### config.mk
export PLATFORM = sky130hd
export DESIGN_NAME = seg7_scan_decoder
export DESIGN_NICKNAME = d
export VERILOG_FILES = /design/src/rtl/seg7_pkg.sv /design/src/rtl/seg7_to_char.sv /design/src/rtl/seg7_scan_decoder.sv
export SDC_FILE = /design/constraint.sdc
export NUM_CORES = 1
export LEC_CHECK = 0
export BUFFER_PORTS_ARGS = -buffer_cell sky130_fd_sc_hd__buf_2
export CORE_MARGIN = 4
export CORE_UTILIZATION = 49
export CTS_CLUSTER_SIZE = 28
export DETAILED_ROUTE_END_ITERATION = 6
export GPL_TIMING_DRIVEN = 0
export HOLD_SLACK_MARGIN = 0.05
export PLACE_DENSITY = 0.73
export SYNTH_ARGS = -nofsm -noshare
export SYNTH_HDL_FRONTEND = slang
export SYNTH_HIERARCHICAL = 1
export SYNTH_SLANG_ARGS = --single-unit
### constraint.sdc
create_clock -name clk -period 2.4 [get_ports clk]
set_input_delay 0 -clock clk [delete_from_list [all_inputs] [get_ports clk]]
set_output_delay 0 -clock clk [all_outputs]
set_load 0.02 [all_outputs]
### src/rtl/seg7_pkg.sv
// Shared segment patterns, character codes and frame-tracking state type
// for the HEX display readback path.
package seg7_pkg;

   // Segment codes are active-low, bit0 = a ... bit6 = g
   localparam logic [6:0] SEG_H     = 7'b0001001;
   localparam logic [6:0] SEG_E     = 7'b0000110;
   localparam logic [6:0] SEG_L     = 7'b1000111;
   localparam logic [6:0] SEG_O     = 7'b1000000;
   localparam logic [6:0] SEG_BLANK = 7'b1111111;

   localparam logic [1:0] CH_H = 2'd0;
   localparam logic [1:0] CH_E = 2'd1;
   localparam logic [1:0] CH_L = 2'd2;
   localparam logic [1:0] CH_O = 2'd3;

   typedef enum logic {
      WAIT_FIRST,
      IN_FRAME
   } frame_state_e;

endpackage

### src/rtl/seg7_to_char.sv
// Combinational inverse of the character encoder: maps a 7-segment code
// back to its 2-bit character, flagging blank and illegal patterns.
module seg7_to_char
   import seg7_pkg::*;
(
   input  logic [6:0] code_i,
   output logic [1:0] char_o,
   output logic       is_blank_o,
   output logic       is_illegal_o
);

   always_comb begin
      char_o       = CH_H;
      is_blank_o   = 1'b0;
      is_illegal_o = 1'b0;
      case (code_i)
         SEG_H:     char_o = CH_H;
         SEG_E:     char_o = CH_E;
         SEG_L:     char_o = CH_L;
         SEG_O:     char_o = CH_O;
         SEG_BLANK: is_blank_o = 1'b1;
         default:   is_illegal_o = 1'b1;
      endcase
   end

endmodule

### src/rtl/seg7_scan_decoder.sv
// Samples a multiplexed 7-segment bus, glitch-filters each sample, keeps a
// decoded character per digit and checks that digits arrive in scan order.
module seg7_scan_decoder
   import seg7_pkg::*;
#(
   parameter int NUM_DIGITS = 5,
   parameter int STABLE_CNT = 2,
   parameter int IDX_W      = 3
) (
   input  logic                    clk,
   input  logic                    resetn,
   input  logic                    scan_valid,
   input  logic [IDX_W-1:0]        scan_digit,
   input  logic [6:0]              scan_code,
   output logic [2*NUM_DIGITS-1:0] char_out,
   output logic [NUM_DIGITS-1:0]   char_valid,
   output logic [NUM_DIGITS-1:0]   blank_out,
   output logic                    code_err,
   output logic                    seq_err,
   output logic                    frame_done
);

   localparam logic [IDX_W:0]   DIGIT_LIMIT = (IDX_W+1)'(NUM_DIGITS);
   localparam logic [IDX_W-1:0] LAST_IDX    = IDX_W'(NUM_DIGITS - 1);
   localparam logic [IDX_W-1:0] FIRST_NEXT  = IDX_W'(1);
   localparam logic [2:0]       STABLE_RUN  = 3'(STABLE_CNT);

   logic [IDX_W-1:0]        last_digit_q, last_digit_d;
   logic [6:0]              last_code_q, last_code_d;
   logic [2:0]              run_q, run_d;
   frame_state_e            state_q, state_d;
   logic [IDX_W-1:0]        expect_q, expect_d;
   logic [2*NUM_DIGITS-1:0] char_q, char_d;
   logic [NUM_DIGITS-1:0]   valid_q, valid_d;
   logic [NUM_DIGITS-1:0]   blank_q, blank_d;
   logic                    code_err_q, code_err_d;
   logic                    seq_err_q, seq_err_d;
   logic                    frame_done_q, frame_done_d;

   logic       in_range;
   logic       range_err;
   logic       accept;
   logic       order_err;
   logic [1:0] dec_char;
   logic       dec_blank;
   logic       dec_illegal;

   seg7_to_char u_decode (
      .code_i       (scan_code),
      .char_o       (dec_char),
      .is_blank_o   (dec_blank),
      .is_illegal_o (dec_illegal)
   );

   // A run saturates at STABLE_CNT so a held code is accepted exactly once.
   always_comb begin
      last_digit_d = last_digit_q;
      last_code_d  = last_code_q;
      run_d        = run_q;
      accept       = 1'b0;
      in_range     = ({1'b0, scan_digit} < DIGIT_LIMIT);
      range_err    = scan_valid & ~in_range;
      if (scan_valid && in_range) begin
         if ((scan_digit == last_digit_q) && (scan_code == last_code_q)) begin
            if (run_q != STABLE_RUN) begin
               run_d = run_q + 3'd1;
            end
         end else begin
            last_digit_d = scan_digit;
            last_code_d  = scan_code;
            run_d        = 3'd1;
         end
         if (STABLE_CNT == 1) begin
            accept = 1'b1;
         end else begin
            accept = (run_d == STABLE_RUN) && (run_q != STABLE_RUN);
         end
      end
   end

   always_comb begin
      state_d      = state_q;
      expect_d     = expect_q;
      order_err    = 1'b0;
      frame_done_d = 1'b0;
      if (accept) begin
         case (state_q)
            WAIT_FIRST: begin
               if (scan_digit == '0) begin
                  if (LAST_IDX == '0) begin
                     frame_done_d = 1'b1;
                  end else begin
                     state_d  = IN_FRAME;
                     expect_d = FIRST_NEXT;
                  end
               end
            end
            IN_FRAME: begin
               if (scan_digit == expect_q) begin
                  if (scan_digit == LAST_IDX) begin
                     frame_done_d = 1'b1;
                     state_d      = WAIT_FIRST;
                  end else begin
                     expect_d = expect_q + FIRST_NEXT;
                  end
               end else if (scan_digit == '0) begin
                  order_err = 1'b1;
                  expect_d  = FIRST_NEXT;
               end else begin
                  order_err = 1'b1;
                  state_d   = WAIT_FIRST;
               end
            end
            default: state_d = WAIT_FIRST;
         endcase
      end
   end

   // Illegal codes still sequence the frame but never touch digit storage.
   always_comb begin
      char_d     = char_q;
      valid_d    = valid_q;
      blank_d    = blank_q;
      code_err_d = accept & dec_illegal;
      seq_err_d  = range_err | order_err;
      if (accept && !dec_illegal) begin
         for (int i = 0; i < NUM_DIGITS; i++) begin
            if (scan_digit == IDX_W'(i)) begin
               if (dec_blank) begin
                  valid_d[i] = 1'b0;
                  blank_d[i] = 1'b1;
               end else begin
                  char_d[2*i +: 2] = dec_char;
                  valid_d[i]       = 1'b1;
                  blank_d[i]       = 1'b0;
               end
            end
         end
      end
   end

   always_ff @(posedge clk or negedge resetn) begin
      if (!resetn) begin
         last_digit_q <= '0;
         last_code_q  <= '0;
         run_q        <= '0;
         state_q      <= WAIT_FIRST;
         expect_q     <= '0;
         char_q       <= '0;
         valid_q      <= '0;
         blank_q      <= '0;
         code_err_q   <= 1'b0;
         seq_err_q    <= 1'b0;
         frame_done_q <= 1'b0;
      end else begin
         last_digit_q <= last_digit_d;
         last_code_q  <= last_code_d;
         run_q        <= run_d;
         state_q      <= state_d;
         expect_q     <= expect_d;
         char_q       <= char_d;
         valid_q      <= valid_d;
         blank_q      <= blank_d;
         code_err_q   <= code_err_d;
         seq_err_q    <= seq_err_d;
         frame_done_q <= frame_done_d;
      end
   end

   assign char_out   = char_q;
   assign char_valid = valid_q;
   assign blank_out  = blank_q;
   assign code_err   = code_err_q;
   assign seq_err    = seq_err_q;
   assign frame_done = frame_done_q;

endmodule

* Word level (Yosys, flattened, before mapping)
Cells that the tools add are included.
** Storage, ports and cells
- Input bits :: 13
- Word-level logic and storage cells :: 90
- Register bits after elaboration :: 40
- Output and inout bits :: 23
** Operators by class
- Equal/unequal tests :: 15
- Muxes and demuxes :: 24
- Order comparisons :: 1
- Add/sub/neg operators :: 2
- Bitwise gates (word level) :: 7
- Reductions and logical operators :: 18
** Operators with widths (number)
- == test 7 bit, second input constant :: 3
- two-way mux 3 bit :: 6
- two-way mux 1 bit :: 15
- AND reduction 3 bit :: 5
- AND reduction 2 bit :: 7
- == test 3 x 2 -> 1 bit, second input constant :: 3
- == test 7 x 3 -> 1 bit, second input constant :: 1
- == test 7 x 4 -> 1 bit, second input constant :: 1
- == test 7 bit :: 1
- adder 3 x 1 -> 3 bit, second input constant :: 2
- == test 3 bit :: 2
- case mux 2 bit (3 select lines) :: 1
- case mux 3 bit (2 select lines) :: 1
- OR reduction 5 bit :: 1
- logical AND 1 bit :: 4
- inverter 1 bit :: 4
- == test 3 x 1 -> 1 bit, second input constant :: 1
- == test 3 bit, second input constant :: 1
- logical NOT 3 bit :: 1
- < comparator 3 bit, second input constant :: 1
- inequality test 3 x 2 -> 1 bit, second input constant :: 1
- inequality test 3 bit, second input constant :: 1
- bitwise AND 1 bit :: 2
- case mux 1 bit (2 select lines) :: 1
- OR 1 bit :: 1

* Depth between registers and ports, before layout
- Word-level depth :: 9
- Gate-level depth with buffers :: 8
- Depth with buffers taken out :: 7

* By module
Netlist, hierarchy kept.
** Modules (own cells, without submodules)
- seg7_scan_decoder :: cells each 164, area each 1983.2 µm², instances 1, sequential area each 1001.0 µm²
- seg7_to_char :: cells each 19, area each 123.9 µm², instances 1, sequential area each 0.0 µm²

* Worst setup path before layout
OpenSTA, ideal clock, no wires.
- Path type :: reg-to-reg
- Start :: register run_q[0]
- End :: register expect_q[2]
- Library setup time :: 121 ps
- Buffers on the path :: 0
- Data arrival time :: 1837 ps
- Clock period less this slack :: 1958 ps
- Path slack :: 442 ps
- Data required time :: 2279 ps
- Stages on the path, launching flop included :: 7
- Path through :: dfrtp_1 ha_1 nor3_1 a21oi_1 or3_1 or3_1 a22o_1
** On the way
- Word-level cells in the longest chain between the ends :: 8
- Elaborated cells on any way between the ends :: 9
- Those cells by class :: 1 x add/sub; 2 x eq/ne; 4 x mux; 2 x reduce/logical
** RTL lines
- from (decl) :: line seg7_scan_decoder.sv:30 : logic [2:0] run_q, run_d;
- from (signal assigned) :: line seg7_scan_decoder.sv:158 : run_q <= run_d;
- adder 3 x 1 -> 3 bit / inequality test 3 x 2 -> 1 bit (equally long branches) :: line seg7_scan_decoder.sv:66, seg7_scan_decoder.sv:65, seg7_scan_decoder.sv:76
- two-way mux 3 bit :: line seg7_scan_decoder.sv:65 : if (run_q != STABLE_RUN) begin
- two-way mux 3 bit :: line seg7_scan_decoder.sv:64 : if ((scan_digit == last_digit_q) && (scan_code == last_code_q)) begin
- two-way mux 3 bit :: line seg7_scan_decoder.sv:63 : if (scan_valid && in_range) begin
- == test 3 x 2 -> 1 bit :: line seg7_scan_decoder.sv:76 : accept = (run_d == STABLE_RUN) && (run_q != STABLE_RUN);
- logical AND 1 bit (*) :: line seg7_scan_decoder.sv:76
- two-way mux 1 bit (*) :: line seg7_scan_decoder.sv:63
- AND reduction 2 bit (no source line) (*)
- to (signal assigned) :: line seg7_scan_decoder.sv:160 : expect_q <= expect_d;
- to (decl) :: line seg7_scan_decoder.sv:32 : logic [IDX_W-1:0] expect_q, expect_d;
Every way passes the cells marked *; elsewhere a longest branch is shown, timed or not. The select of a mux whose other input is x is not followed.
A chain may end at the register's enable or synchronous reset.

* Worst setup path after layout
- Start :: input scan_code[4]
- End :: register blank_q[3], in the netlist blank_out[3]
** On the way
- Word-level cells in the longest chain between the ends :: 9
- Elaborated cells on any way between the ends :: 17
- Those cells by class :: 7 x eq/ne; 5 x mux; 5 x reduce/logical
** RTL lines
- from (decl) :: line seg7_scan_decoder.sv:14 : input logic [6:0] scan_code,
- == test 7 bit :: line seg7_scan_decoder.sv:64
- logical AND 1 bit :: line seg7_scan_decoder.sv:64
- two-way mux 3 bit :: line seg7_scan_decoder.sv:64
- two-way mux 3 bit :: line seg7_scan_decoder.sv:63
- == test 3 x 2 -> 1 bit :: line seg7_scan_decoder.sv:76
- logical AND 1 bit :: line seg7_scan_decoder.sv:76
- two-way mux 1 bit :: line seg7_scan_decoder.sv:63
- logical AND 1 bit :: line seg7_scan_decoder.sv:126 : if (accept && !dec_illegal) begin
- AND reduction 2 bit (no source line)
- to (signal assigned) :: line seg7_scan_decoder.sv:163 : blank_q <= blank_d;
- to (decl) :: line seg7_scan_decoder.sv:35 : logic [NUM_DIGITS-1:0] blank_q, blank_d;
Several ways; a longest one is shown, not always the timed one. The select of a mux whose other input is x is not followed.

==> impl_metrics.env <==
export IMPL_cts_inserted_buffers=5
export IMPL_wl_per_cell_um=14.7
export IMPL_drive_above_1_share_pct=31.8
export IMPL_stdcell_count=283
export IMPL_clkSinkCount=40
export IMPL_area_delta_synth_final_pct=20.9
export IMPL_dr_pass1_iters=4
export IMPL_path_cells="dlygate4sd3_1 -> buf_2 -> or4_1 -> mux2i_1 -> a32oi_1 -> nor2_1 -> and4_1 -> mux2_2"
export IMPL_yosysWarnings=6
export IMPL_cp_max_fo=5
export IMPL_slowest_delay_ns=0.53
export IMPL_hold_end="last_code_q[0]"
export IMPL_timing_rr_start="run_q[0]"
export IMPL_syn_inst=183
export IMPL_setup_viol=0
export IMPL_drt_iter0_drc=95
export IMPL_grt_pass1_vias=1522
export IMPL_min_from="scan_code[0]"
export IMPL_place_area_um2=2330
export IMPL_hp_class="input pin to flip-flop"
export IMPL_mostFrequentLayoutCell="dfrtp_1"
export IMPL_routed_wl_um=4160
export IMPL_synth_top_flop_cell="dfrtp_1"
export IMPL_core_area_um2=4090
export IMPL_yosys_register_bits=40
export IMPL_hpwlAfterDp_um=3040
export IMPL_worst_pin_slew_ns=0.879
export IMPL_holdPathStages=2
export IMPL_cts_buffer_depth=2
export IMPL_io_buffers=32
export IMPL_ys_seq_area_share_pct=47.5
export IMPL_ios=36
export IMPL_fp_dieW_um=73.6
export IMPL_final_cell_mix="40 x dfrtp_1, 35 x buf_2, 16 x mux2_2, 10 x xnor2_1, 10 x dlygate4sd3_1"
export IMPL_timing_final_crit_period_ns=2.30
export IMPL_place_congestion=0.791
export IMPL_htreeDepth=2
export IMPL_cts_tree="built"
export IMPL_grt_start_max_net_pins=41
export IMPL_timing_setup_tns_ns=0
export IMPL_max_freq_mhz=436
export IMPL_leakagePower_uw=0.00130
export IMPL_syn_area_um2=2110
export IMPL_path_class="input pin to flip-flop"
export IMPL_critical_path_top_delay_family="simple AND/OR/NAND/NOR gates"
export IMPL_root_buffer="clkbuf_8"
export IMPL_cp_num_buf_inv=2
export IMPL_dieArea_um2=5410
export IMPL_fin_nets=248
export IMPL_drc=0
export IMPL_routed_via_density=5.44
export IMPL_grt_pass1_wl_um=7030
export IMPL_slew_violations=0
export IMPL_finalHoldViolCount=0
export IMPL_syn_area_per_cell_um2=11.5
export IMPL_async_flop_share_pct=100
export IMPL_status="finished, final reports clean"
export IMPL_drv_cap=0
export IMPL_cts_reportedPaths_clkPinSlew_ns=0.07
export IMPL_setup_slack_ns=0.105
export IMPL_globalRoute_totalOverflow=0
export IMPL_r2r_end="char_out[8]"
export IMPL_rsz0062_at_grt="no"
export IMPL_std_cell_rows=23
export IMPL_clock_skew_ns=0.00376
export IMPL_fillers=331
export IMPL_grt_usage_pct=17.0
export IMPL_drt_antenna_violating_nets=0
export IMPL_cp_arrival_ns=2.48
export IMPL_crit_path_end_kind="flip-flop"
export IMPL_yosysUniqueCellTypes=45
export IMPL_start_util_pct=51.6
export IMPL_place_ws_ns=0.108
export IMPL_rrSetupSlack_ns=0.22
export IMPL_num_antenna_cells=0
export IMPL_dieHeight_um=73.6
export IMPL_design_area_um2=2550
export IMPL_synth_fp_nets=199
export IMPL_slew_headroom_pct=41.4
export IMPL_p_per_area_nw_per_um2=557
export IMPL_num_vias=1540
export IMPL_placedCellCount=265
export IMPL_crit_required_ns=2.58
export IMPL_synth_edf_count=0
export IMPL_cp_start_kind="input pin"
export IMPL_clkLatencyLatePin_ns=0.29
export IMPL_cp_slowest_cell="dlygate4sd3_1"
export IMPL_antenna_found_initial=0
export IMPL_post_cts_setup_buffer_count=0
export IMPL_total_power_uw=1420
export IMPL_vdd_drop_max_uv=419
export IMPL_fin_crit_sh_pct=95.6
export IMPL_r2r_cells=7
-- metal layers --
metal  vias up  share of wire [%]  GRT usage (%)  wire (um)
met1       746                 46           22.7       1900
met3         6                4.4           4.79        184
met5         -                  0              0          0
met2        27                 48           26.2       2020
li1        761                  -              -          -
met4         0                1.4           6.84         57
-- what timing repair did --
action / in CTS / in global routing
endpoints found under the setup margin: 0 / 13
hold buffers: 10 / 0
gates resized for setup: 0 / 2
hold endpoints to repair: 48 / 0
-- metrics by stage --
stage / utilization, % / hold WS (ns)
CTS: 62.1 / 0.0840
detailed placement: 57.0 / 0.176
global route: 62.3 / 0.0954
floorplan: - / -0.296
finish: 62.3 / 0.0925
global placement: 57.0 / 0.171
-- where the power goes --
part,internal (uW),switching (uW)
Sequential,700,17.6
Combinational,77.6,87.7
Clock,308,228
Total,1090,333
-- worst register-to-register path: cells and delay by family, from the launching register on --
kind                       cells  cell delay, ns
adders and majority gates      1            0.31
buffers and inverters          2            0.38
DFF                            1            0.37
muxes                          1            0.33
and+or+nand+nor                3            0.67
-- cell usage after synthesis (all sizes together) (4+ instances only) --
cell type / n / area share (%)
mux2i: 5 / 2.4
o21ai: 5 / 1.2
nand2: 9 / 1.6
nand4: 11 / 5.0
nor2: 7 / 1.2
inv: 9 / 1.6
buf: 7 / 2.5
nand3: 4 / 0.95
nor2b: 5 / 1.5
xnor2: 10 / 4.2
dfrtp: 40 / 48
xor2: 4 / 1.7
mux2: 25 / 13
nor3: 5 / 1.2
-- registers in the layout, indices dropped and copies added (netlist names), 3 cells and up --
signal / flops
expect_q: 3
run_q: 3
last_code_q: 7
last_digit_q: 3
char_valid: 5
blank_out: 5
char_out: 10
-- worst max path at each step --
stage / from / end / slack (ns) / depth (start not counted)
global placement: run_q[0] / char_out[9] / 0.17 / 7
detailed placement: run_q[0] / char_out[8] / 0.11 / 7
floorplan: run_q[0] / expect_q[2] / 0.44 / 6
global route: scan_code[4] / blank_out[3] / 0.01 / 8
finish: scan_code[4] / blank_out[3] / 0.10 / 8
CTS: scan_code[4] / char_out[1] / 0.003 / 8
-- final cells by class --
class	count	area [um^2]	share of cell area, %
inverter	9	33.8	1.33
clock inverter	2	35.0	1.38
multi-input combinational	126	1030	40.3
sequential	40	1000	39.3
tap	50	62.6	2.46
clock buffer	6	72.6	2.85
buffer	8	56.3	2.21
timing repair buffer	42	260	10.2
-- cell families (layout without fill, tap and decap cells) --
kind of cell	after synthesis	count (layout)	share of synthesized area, %
XOR/XNOR	14	14	5.82
AO/OA/AOI/OAI	21	21	7.01
multiplexers	30	30	15.7
adder cells (fa/ha/maj)	3	3	1.78
flip-flops	40	40	47.5
AND/OR/NAND/NOR	58	58	17.9
buffers and inverters	17	67	4.27
Note: power is estimated with default switching activity, not from simulation.
